File: src/rtl/dma_arb_pkg.sv
// dma_arb_pkg: shared state/mode types and mode-field extraction for the DMA channel arbiter
package dma_arb_pkg;
    typedef enum logic [1:0] {IDLE, HOLD_REQ, SERVICE, RELEASE} state_e;
    typedef enum logic [1:0] {MODE_DEMAND = 2'b00, MODE_SINGLE = 2'b01, MODE_BLOCK = 2'b10} mode_e;
    localparam int MAX_CH = 8;
    // The reserved encoding 2'b11 behaves as single-transfer mode
    function automatic mode_e ch_mode(input logic [2*MAX_CH-1:0] modes, input logic [2:0] ch);
        logic [1:0] m;
        m = modes[{ch, 1'b0} +: 2];
        return (m == 2'b11) ? MODE_SINGLE : mode_e'(m);
    endfunction
endpackage

File: src/rtl/dma_priority_encoder.sv
// dma_priority_encoder: first requesting channel at or after ptr_i, wrapping modulo NUM_CH
module dma_priority_encoder #(
    parameter int NUM_CH = 4,
    parameter int CH_W   = $clog2(NUM_CH)
) (
    input  logic [NUM_CH-1:0] req_i,
    input  logic [CH_W-1:0]   ptr_i,
    output logic [CH_W-1:0]   win_o,
    output logic              valid_o
);
    logic [CH_W-1:0] idx;
    always_comb begin
        idx   = '0;
        win_o = '0;
        for (int k = NUM_CH - 1; k >= 0; k--) begin
            idx = CH_W'((int'(ptr_i) + k) % NUM_CH);
            if (req_i[idx]) win_o = idx;
        end
    end
    assign valid_o = |req_i;
endmodule

File: src/rtl/dma_channel_arbiter.sv
// dma_channel_arbiter: Dreq/Hrq/Hlda/Dack handshake with masking and fixed or rotating priority
module dma_channel_arbiter
    import dma_arb_pkg::*;
#(
    parameter int NUM_CH           = 4,
    parameter int CH_W             = $clog2(NUM_CH),
    parameter bit DREQ_ACTIVE_HIGH = 1'b1,
    parameter bit DACK_ACTIVE_HIGH = 1'b0
) (
    input  logic                clk_i,
    input  logic                rst_i,
    input  logic [NUM_CH-1:0]   dreq_i,
    input  logic [NUM_CH-1:0]   mask_i,
    input  logic [2*NUM_CH-1:0] ch_mode_i,
    input  logic                rot_pri_i,
    input  logic                hlda_i,
    input  logic                xfer_done_i,
    input  logic                eop_i,
    output logic                hrq_o,
    output logic [NUM_CH-1:0]   dack_o,
    output logic                active_o,
    output logic [CH_W-1:0]     active_ch_o,
    output logic                abort_err_o
);
    localparam logic [NUM_CH-1:0] DACK_IDLE = DACK_ACTIVE_HIGH ? '0 : '1;
    state_e            state_q, state_d;
    logic              hrq_q, hrq_d, active_q, active_d, abort_q, abort_d;
    logic [NUM_CH-1:0] dack_q, dack_d, req, onehot;
    logic [CH_W-1:0]   ch_q, ch_d, ptr_q, ptr_d, win, next_ptr;
    logic              win_valid, end_evt;
    logic [15:0]       modes;
    mode_e             mode;

    assign req      = (DREQ_ACTIVE_HIGH ? dreq_i : ~dreq_i) & ~mask_i;
    assign modes    = 16'(ch_mode_i);
    assign mode     = ch_mode(modes, 3'(ch_q));
    assign onehot   = NUM_CH'(1) << win;
    assign next_ptr = (ch_q == CH_W'(NUM_CH - 1)) ? '0 : ch_q + 1'b1;
    // A masked active channel finishes on its next transfer whatever its mode
    assign end_evt  = eop_i | (xfer_done_i & (mask_i[ch_q] | mode == MODE_SINGLE |
                      (mode == MODE_DEMAND & ~req[ch_q])));

    dma_priority_encoder #(.NUM_CH(NUM_CH), .CH_W(CH_W)) u_prio (
        .req_i   (req),
        .ptr_i   (rot_pri_i ? ptr_q : '0),
        .win_o   (win),
        .valid_o (win_valid)
    );

    always_comb begin
        state_d  = state_q;
        hrq_d    = hrq_q;
        dack_d   = dack_q;
        active_d = active_q;
        ch_d     = ch_q;
        ptr_d    = ptr_q;
        abort_d  = 1'b0;
        case (state_q)
            IDLE: begin
                state_d = win_valid ? HOLD_REQ : IDLE;
                hrq_d   = win_valid;
            end
            HOLD_REQ: begin
                if (hlda_i && win_valid) begin
                    state_d  = SERVICE;
                    dack_d   = DACK_ACTIVE_HIGH ? onehot : ~onehot;
                    active_d = 1'b1;
                    ch_d     = win;
                end else if (hlda_i || !win_valid) begin
                    state_d = hlda_i ? RELEASE : IDLE;
                    hrq_d   = 1'b0;
                end
            end
            SERVICE: begin
                // Losing Hlda aborts without advancing the rotation
                if (!hlda_i || end_evt) begin
                    state_d  = hlda_i ? RELEASE : IDLE;
                    hrq_d    = 1'b0;
                    dack_d   = DACK_IDLE;
                    active_d = 1'b0;
                    abort_d  = !hlda_i;
                    ptr_d    = hlda_i ? next_ptr : ptr_q;
                end
            end
            default: state_d = hlda_i ? RELEASE : IDLE;
        endcase
    end

    always_ff @(posedge clk_i) begin
        if (rst_i) begin
            state_q  <= IDLE;
            hrq_q    <= 1'b0;
            dack_q   <= DACK_IDLE;
            active_q <= 1'b0;
            ch_q     <= '0;
            ptr_q    <= '0;
            abort_q  <= 1'b0;
        end else begin
            state_q  <= state_d;
            hrq_q    <= hrq_d;
            dack_q   <= dack_d;
            active_q <= active_d;
            ch_q     <= ch_d;
            ptr_q    <= ptr_d;
            abort_q  <= abort_d;
        end
    end

    assign hrq_o       = hrq_q;
    assign dack_o      = dack_q;
    assign active_o    = active_q;
    assign active_ch_o = ch_q;
    assign abort_err_o = abort_q;
endmodule
File: config.mk
export PLATFORM = sky130hd
export DESIGN_NAME = dma_channel_arbiter
export DESIGN_NICKNAME = d
export VERILOG_FILES = /design/src/rtl/dma_arb_pkg.sv /design/src/rtl/dma_priority_encoder.sv /design/src/rtl/dma_channel_arbiter.sv
export SDC_FILE = /design/constraint.sdc
export NUM_CORES = 1
export LEC_CHECK = 0
export ABC_AREA = 1
export CAP_MARGIN = 20
export CORE_MARGIN = 4
export CORE_UTILIZATION = 46
export DETAILED_ROUTE_END_ITERATION = 12
export PLACE_DENSITY = 0.81
export REMOVE_ABC_BUFFERS = 1
export SKIP_LAST_GASP = 1
export SYNTH_ARGS = -nofsm -noshare
export SYNTH_HDL_FRONTEND = slang
export SYNTH_SLANG_ARGS = --single-unit
File: constraint.sdc
create_clock -name clk_i -period 1.7 [get_ports clk_i]
set_clock_uncertainty 0.2 [all_clocks]
set_input_delay 0.34 -clock clk_i [delete_from_list [all_inputs] [get_ports clk_i]]
set_output_delay 0.34 -clock clk_i [all_outputs]
set_load 0.02 [all_outputs]
==> impl_metrics.py, run 1 <==
metrics = {
    "die": {
        "num_rows": 16,
        "start_util_pct": 50.1,
        "die_y_um": 55.2,
        "io_pins": 31,
        "die_area_um2": 3040,
        "die_w_um": 55.2,
        "core_area_um2": 2040,
    },
    "sta": {
        "fin_ws_ns": -0.0601,
        "drv_slew": 0,
        "hold_viol_final": 0,
        "post-route-period-util_pct": 104,
        "finalSetupTns_ns": -0.318,
        "max_freq_mhz": 568,
        "setup_viol": 6,
        "rsz0062_at_grt": "true",
        "min_period_ns": 1.76,
        "tightest_slew_ns": 0.284,
        "relSlewSlack_pct": 81.1,
    },
    "drt": {
        "drc": 0,
        "wl_per_cell_um": 15.6,
        "vias_per_cell": 5.43,
        "drtAntennaViolNets": 0,
        "drt-pass1-iter-count": 4,
        "vias": 1304,
        "routed_wl_um": 3740,
        "initialDrtViolationCount": 24,
    },
    "global_routing": {
        "grt_busiest_layer": "met2",
        "grt_use_met1_pct": 23.5,
        "grt_pass1_vias": 1212,
        "grt_pass1_wl_um": 4910,
        "grt_max_degree": 8,
        "antenna_found_initial": 0,
        "grtUsageMet3_pct": 4.29,
        "grt.overflow.total": 0,
        "met2_usage_pct": 41.7,
        "grtUsageTotal_pct": 22.4,
    },
    "job": {
        "maxCapViolations": 0,
    },
    "critical_path": {
        "cp.required_ns": 1.68,
        "cp_top_family": "simple AND/OR/NAND/NOR gates",
        "critical_path_class": "in2reg",
        "slowest_stage": "clkdlybuf4s50_1",
        "cp-start-kind": "input pin",
        "crit_fanout": 7,
        "endpoint_kind": "register",
        "worstPathArrival_ns": 1.74,
        "slowest_delay_ns": 0.40,
        "cp_cell_sequence": "clkdlybuf4s50_1 > nor3_1 > o21ai_0 > nand2_1 > nand2_2 > nand3_4 > nand3_4 > nand2_4 > inv_4 > nand2_1 > nand3_1",
        "worst-path-buf-inv": 2,
    },
    "cells_and_area": {
        "finalNetCount": 241,
        "layout_commonest_cell": "nand2_1",
        "fill_cells": 117,
        "drive_above_1_share_pct": 39.0,
        "num_antenna_cells": 0,
        "areaGrowthSynthToFinish_pct": 66.7,
        "mostFrequentLayoutCells": "nand2_1 (30), nand2_2 (23), inv_1 (20)",
    },
    "run_status": {
        "violations": "setup timing",
        "status": "finished, violations left",
    },
    "logic_synthesis": {
        "synth-seq-cells": 13,
        "synth_area_leaders": "dfxtp_1 (25%), nand2_1 (19%), inv_1 (8.1%), nand3_1 (7.8%), ha_1 (6.1%)",
        "synth_seq_area_share_pct": 25.4,
        "yosys_warnings": 0,
        "netlist_area_um2": 1020,
        "synth_area_leader_cell": "dfxtp_1",
        "syn_area_per_cell_um2": 6.32,
        "ys_types": 25,
        "yosysTopAreaCellShare_pct": 25.4,
        "synth_cells": 162,
    },
    "placement": {
        "gp_congestion": 0.865,
        "io_buffer_count": 30,
        "place_ws_ns": -0.474,
        "dp_hpwl_um": 2120,
    },
    "clock_tree": {
        "ctsRootBufferMaster": "clkbuf_4",
        "clk_pin_slew_ns": 0.08,
        "hold_buffers": 0,
        "cts.sink_count": 13,
        "cts_max_level": 1,
        "cts_tree": "yes",
        "cts_buffers": 3,
        "clkLatencyLatePin_ns": 0.29,
        "ctsLongestPathBuffers": 2,
    },
    "power_and_ir_drop": {
        "p_total_uw": 1090,
        "power_density_nw_per_um2": 640,
        "vdd_drop_max_uv": 584,
        "p_leak_uw": 0.000847,
    },
    "hold_path": {
        "hp-class": "reg2reg",
    },
}
## path summary, 6_finish.rpt
kind / slack [ns] / cells after the start / end / start
max: -0.06 / 11 / dack_o[2] / ch_mode_i[0]
min: 0.27 / 2 / active_o / active_o
max reg2reg: -0.04 / 10 / dack_o[2] / active_ch_o[0]
min reg2reg: 0.27 / 2 / active_o / active_o
## routing by layer
metal,share of wire [%],vias up,wire length (um)
met5,0,-,0
met3,8.9,23,331
li1,-,617,-
met2,48,66,1790
met1,36,598,1360
met4,6.9,0,259
## through the flow
step / util [%] / hold slack [ns] / instances / instance area [um2]
6_report: 83.6 / 0.270 / 240 / 1710
5_1_grt: 83.6 / 0.312 / 240 / 1710
4_1_cts: 77.0 / 0.263 / 238 / 1570
3_5_place_dp: 70.7 / 0.251 / 230 / 1440
3_3_place_gp: 70.7 / 0.258 / 230 / 1440
2_1_floorplan: - / 0.209 / 161 / 1020
## report_power, final
| part | switching, uW | internal (uW) | total [uW] |
|---|---|---|---|
| Clock | 110 | 91.3 | 202 |
| Sequential | 36.1 | 342 | 378 |
| Combinational | 291 | 222 | 513 |
## flip-flops by register name, summed over array words and instances (netlist names)
| signal | flops |
|---|---|
| ptr_q | 2 |
| dack_o | 4 |
| active_ch_o | 2 |
| abort_err_o | 1 |
| hrq_o | 1 |
| active_o | 1 |
| state_q | 2 |
## synth_stat cells, drive strengths merged
cell type	number
a21oi	10
o21a	1
inv	24
clkinv	2
clkbuf	1
nor3	5
nor2	6
dfxtp	13
o211ai	1
nand3	20
ha	5
nand4	2
o21ai	7
or2	2
nand2	63
## worst register-to-register path, delay by kind of cell (launching register included)
family	cells	cell delay, ns
buffers and inverters	1	0.05
flip-flops	1	0.38
AND/OR/NAND/NOR	8	0.87
AO/OA/AOI/OAI	1	0.12
## kinds of logic after synthesis
kind of cell / Yosys count / synth area share, %
DFF: 13 / 25.4
and+or+nand+nor: 98 / 47.8
adders and majority gates: 5 / 6.11
AOI/OAI and AO/OA: 19 / 10.1
buffers and inverters: 27 / 10.5
## repair_timing
item                       4_1_cts  5_1_grt
setup endpoints to repair       21       13
hold endpoints to repair         0        0
buffers inserted                 4        2
pin swaps                       17       18
gates resized for setup         45       36
## layout make-up
cell class	count	area, um2	share of cell area, %
clock buffers	4	26.3	1.54
inverters	26	120	7.04
multi-input cells	122	828	48.5
flip-flops and latches	13	272	15.9
well taps	27	33.8	1.98
repair buffers	48	427	25.0
Power figures use the tool's default switching activity.
==> inputs of run 2 (changes only) <==
==> constraint.sdc (replaced) <==
create_clock -name clk_i -period 1.7 [get_ports clk_i]
set_clock_uncertainty 0.2 [all_clocks]
set_input_delay 0.255 -clock clk_i [delete_from_list [all_inputs] [get_ports clk_i]]
set_output_delay 0.255 -clock clk_i [all_outputs]
set_load 0.02 [all_outputs]
==> run 2 against run 1 <==
Net effect:
- the run still ends with setup timing left
- critical path type is now reg2reg
- via count down 5.0%
- sequential power about the same
- die area is the same
- fmax is 0.67% lower
- highest routed layer unchanged
- critical path depth is 3 lower
- global-route usage down 3.3 points
- final area down 1.3%
- routed wire length is 10% lower
- combinational power fell by 4%
- first-iteration DRC count is 13% higher
==> impl_metrics.py, run 2 (synthesis results as in run 1) <==
metrics = {
    "clock_tree": {
        "cts_max_level": 1,
        "clk_pin_slew_ns": 0.08,
        "hold_buffers": 0,
        "cts_buffers": 3,
        "cts.sink_count": 13,
        "cts_tree": "yes",
        "ctsRootBufferMaster": "clkbuf_4",
        "clkLatencyLatePin_ns": 0.29,
        "ctsLongestPathBuffers": 2,
    },
    "global_routing": {
        "grt_pass1_wl_um": 4200,
        "antenna_found_initial": 0,
        "grt.overflow.total": 0,
        "grtUsageTotal_pct": 19.1,
        "grt_max_degree": 9,
        "grt_pass1_vias": 1054,
    },
    "power_and_ir_drop": {
        "seqPwrFrac_pct": 35.5,
        "power_density_nw_per_um2": 635,
        "vdd_drop_max_uv": 544,
        "p_total_uw": 1070,
        "switching_power_uw": 420,
        "p_leak_uw": 0.000896,
        "internal-power_uw": 650,
        "clkPwrFrac_pct": 18.4,
        "combinationalPowerShare_pct": 46.2,
        "swShare_pct": 39.2,
    },
    "die": {
        "start_util_pct": 50.1,
        "die_area_um2": 3040,
        "io_pins": 31,
        "core_area_um2": 2040,
        "die_y_um": 55.2,
        "die_w_um": 55.2,
        "num_rows": 16,
    },
    "cells_and_area": {
        "largest_reg_flops": 4,
        "num_antenna_cells": 0,
        "stdcell_area_um2": 1680,
        "areaGrowthSynthToFinish_pct": 64.5,
        "layout_commonest_cell": "nand2_1",
        "finalNetCount": 238,
        "drive_above_1_share_pct": 35.7,
        "mostFrequentLayoutCells": "nand2_1 (35), inv_1 (18), nand2_2 (18)",
        "fin_util_pct": 82.5,
    },
    "critical_path": {
        "worst-path-buf-inv": 2,
        "slowest_delay_ns": 0.34,
        "rrSetupSlack_ns": -0.07,
        "ff2ff_path_depth": 8,
        "worstPathArrival_ns": 1.79,
        "timing.rr.end": "state_q[0]",
        "endpoint_kind": "register",
        "crit_fanout": 4,
        "critical_path_class": "reg2reg",
        "cp-start-kind": "register",
        "cp.required_ns": 1.72,
        "cp_top_family": "compound AO/OA/AOI/OAI gates",
        "cp_cell_sequence": "inv_1 > ha_4 > inv_1 > a21oi_1 > o21ai_0 > o21ai_1 > nand3_1 > a21oi_1",
        "reg2reg_from": "state_q[1]",
        "slowest_stage": "dfxtp_2",
    },
    "sta": {
        "drv_slew": 0,
        "setup_viol": 3,
        "max_freq_mhz": 564,
        "min_period_ns": 1.77,
        "rsz0062_at_grt": "true",
        "fin_ws_ns": -0.0720,
        "post-route-period-util_pct": 104,
        "hold_viol_final": 0,
        "tightest_slew_ns": 0.312,
        "relSlewSlack_pct": 79.2,
        "finalSetupTns_ns": -0.103,
    },
    "placement": {
        "io_buffer_count": 30,
        "dp_hpwl_um": 2100,
        "placed_area_um2": 1440,
        "gp_congestion": 0.863,
    },
    "job": {
        "maxCapViolations": 0,
    },
    "drt": {
        "drt-pass1-iter-count": 4,
        "routed_wl_um": 3350,
        "drtAntennaViolNets": 0,
        "wl_per_cell_um": 14.1,
        "vias_per_cell": 5.23,
        "drc": 0,
        "vias": 1239,
        "initialDrtViolationCount": 27,
    },
    "run_status": {
        "status": "finished, violations left",
        "violations": "setup timing",
    },
    "hold_path": {
        "hp-class": "reg2reg",
        "hold_end": "active_o",
        "min_from": "active_o",
        "whs_path_depth": 2,
    },
}
run 2: cell count changes in the layout (fill, tap and decap cells not counted), moves of 2 or more:
cell / delta
dlygate4sd2_1: -11
dlymetal6s2s_1: +10
nand2_1: +5
nand2_2: -5
inv_2: +4
a21oi_1: +3
a21oi_2: -3
dfxtp_2: +3
buf_4: -2
dfxtp_1: -2
inv_1: -2
nand3_4: -2
o21ai_1: +2
o21ai_2: -2
run 2: worst max-delay path by stage:
stage / start / end / depth (start not counted)
after floorplan: active_ch_o[0] / dack_o[0] / 11
after global placement: rot_pri_i / dack_o[0] / 12
after detailed placement: rot_pri_i / dack_o[0] / 12
after CTS: hrq_o / hrq_o / 1
after global routing: state_q[1] / state_q[0] / 8
final: state_q[1] / state_q[0] / 8
run 2: metal layers:
layer	global-route usage (%)	part of all wire, %	vias to the layer above
met5	0	0	-
met4	7.29	2.2	0
met3	6.70	9.9	8
met2	34.6	52	60
met1	20.0	36	561
li1	-	-	610
run 2: per-stage QoR:
step / hold slack [ns] / setup slack (ns) / instances
6_report: 0.266 / -0.0720 / 237
3_3_place_gp: 0.258 / -0.381 / 229
2_1_floorplan: 0.124 / 0.0847 / 161
5_1_grt: 0.304 / -0.173 / 237
4_1_cts: 0.265 / 0.00252 / 233
3_5_place_dp: 0.251 / -0.389 / 229
run 2: cell type report:
cell class              count  area, um2
well taps                  27       33.8
clock inverters             1       5.00
multi-input cells         122        801
flip-flops and latches     13        272
repair buffers             45        438
clock buffers               3       22.5
fillers                   132        358
inverters                  26        113
run 2: repair_timing:
item | CTS | global route
gates cloned | 0 | 0
setup endpoints to repair | 9 | 13
buffers inserted | 0 | 4
pin swaps | 9 | 25
gates resized for setup | 18 | 53
run 2: power groups by stage:
| stage | Combinational (uW) | Sequential [uW] | Clock [uW] |
|---|---|---|---|
| floorplan | 218 | 414 | 0 |
| global placement | 420 | 380 | 0 |
| detailed placement | 429 | 381 | 0 |
| CTS | 430 | 375 | 200 |
| global route | 542 | 385 | 212 |
| finish | 494 | 379 | 197 |
run 2: worst reg2reg max path: cells and delay by family (launching register included):
kind | cells | cell delay [ns]
adders and majority gates | 1 | 0.17
DFF | 1 | 0.34
and+or+nand+nor | 1 | 0.13
AOI/OAI and AO/OA | 4 | 0.66
buffers and inverters | 2 | 0.20
==> inputs of run 3 (changes only) <==
--- a/config.mk
+++ b/config.mk
@@ -13,6 +13,7 @@
 export PLACE_DENSITY = 0.81
 export REMOVE_ABC_BUFFERS = 1
 export SKIP_LAST_GASP = 1
+export SLEW_MARGIN = 20
 export SYNTH_ARGS = -nofsm -noshare
 export SYNTH_HDL_FRONTEND = slang
 export SYNTH_SLANG_ARGS = --single-unit
==> results of run 3 <==
No change in the layout: final DEF, timing and power equal those of run 2.
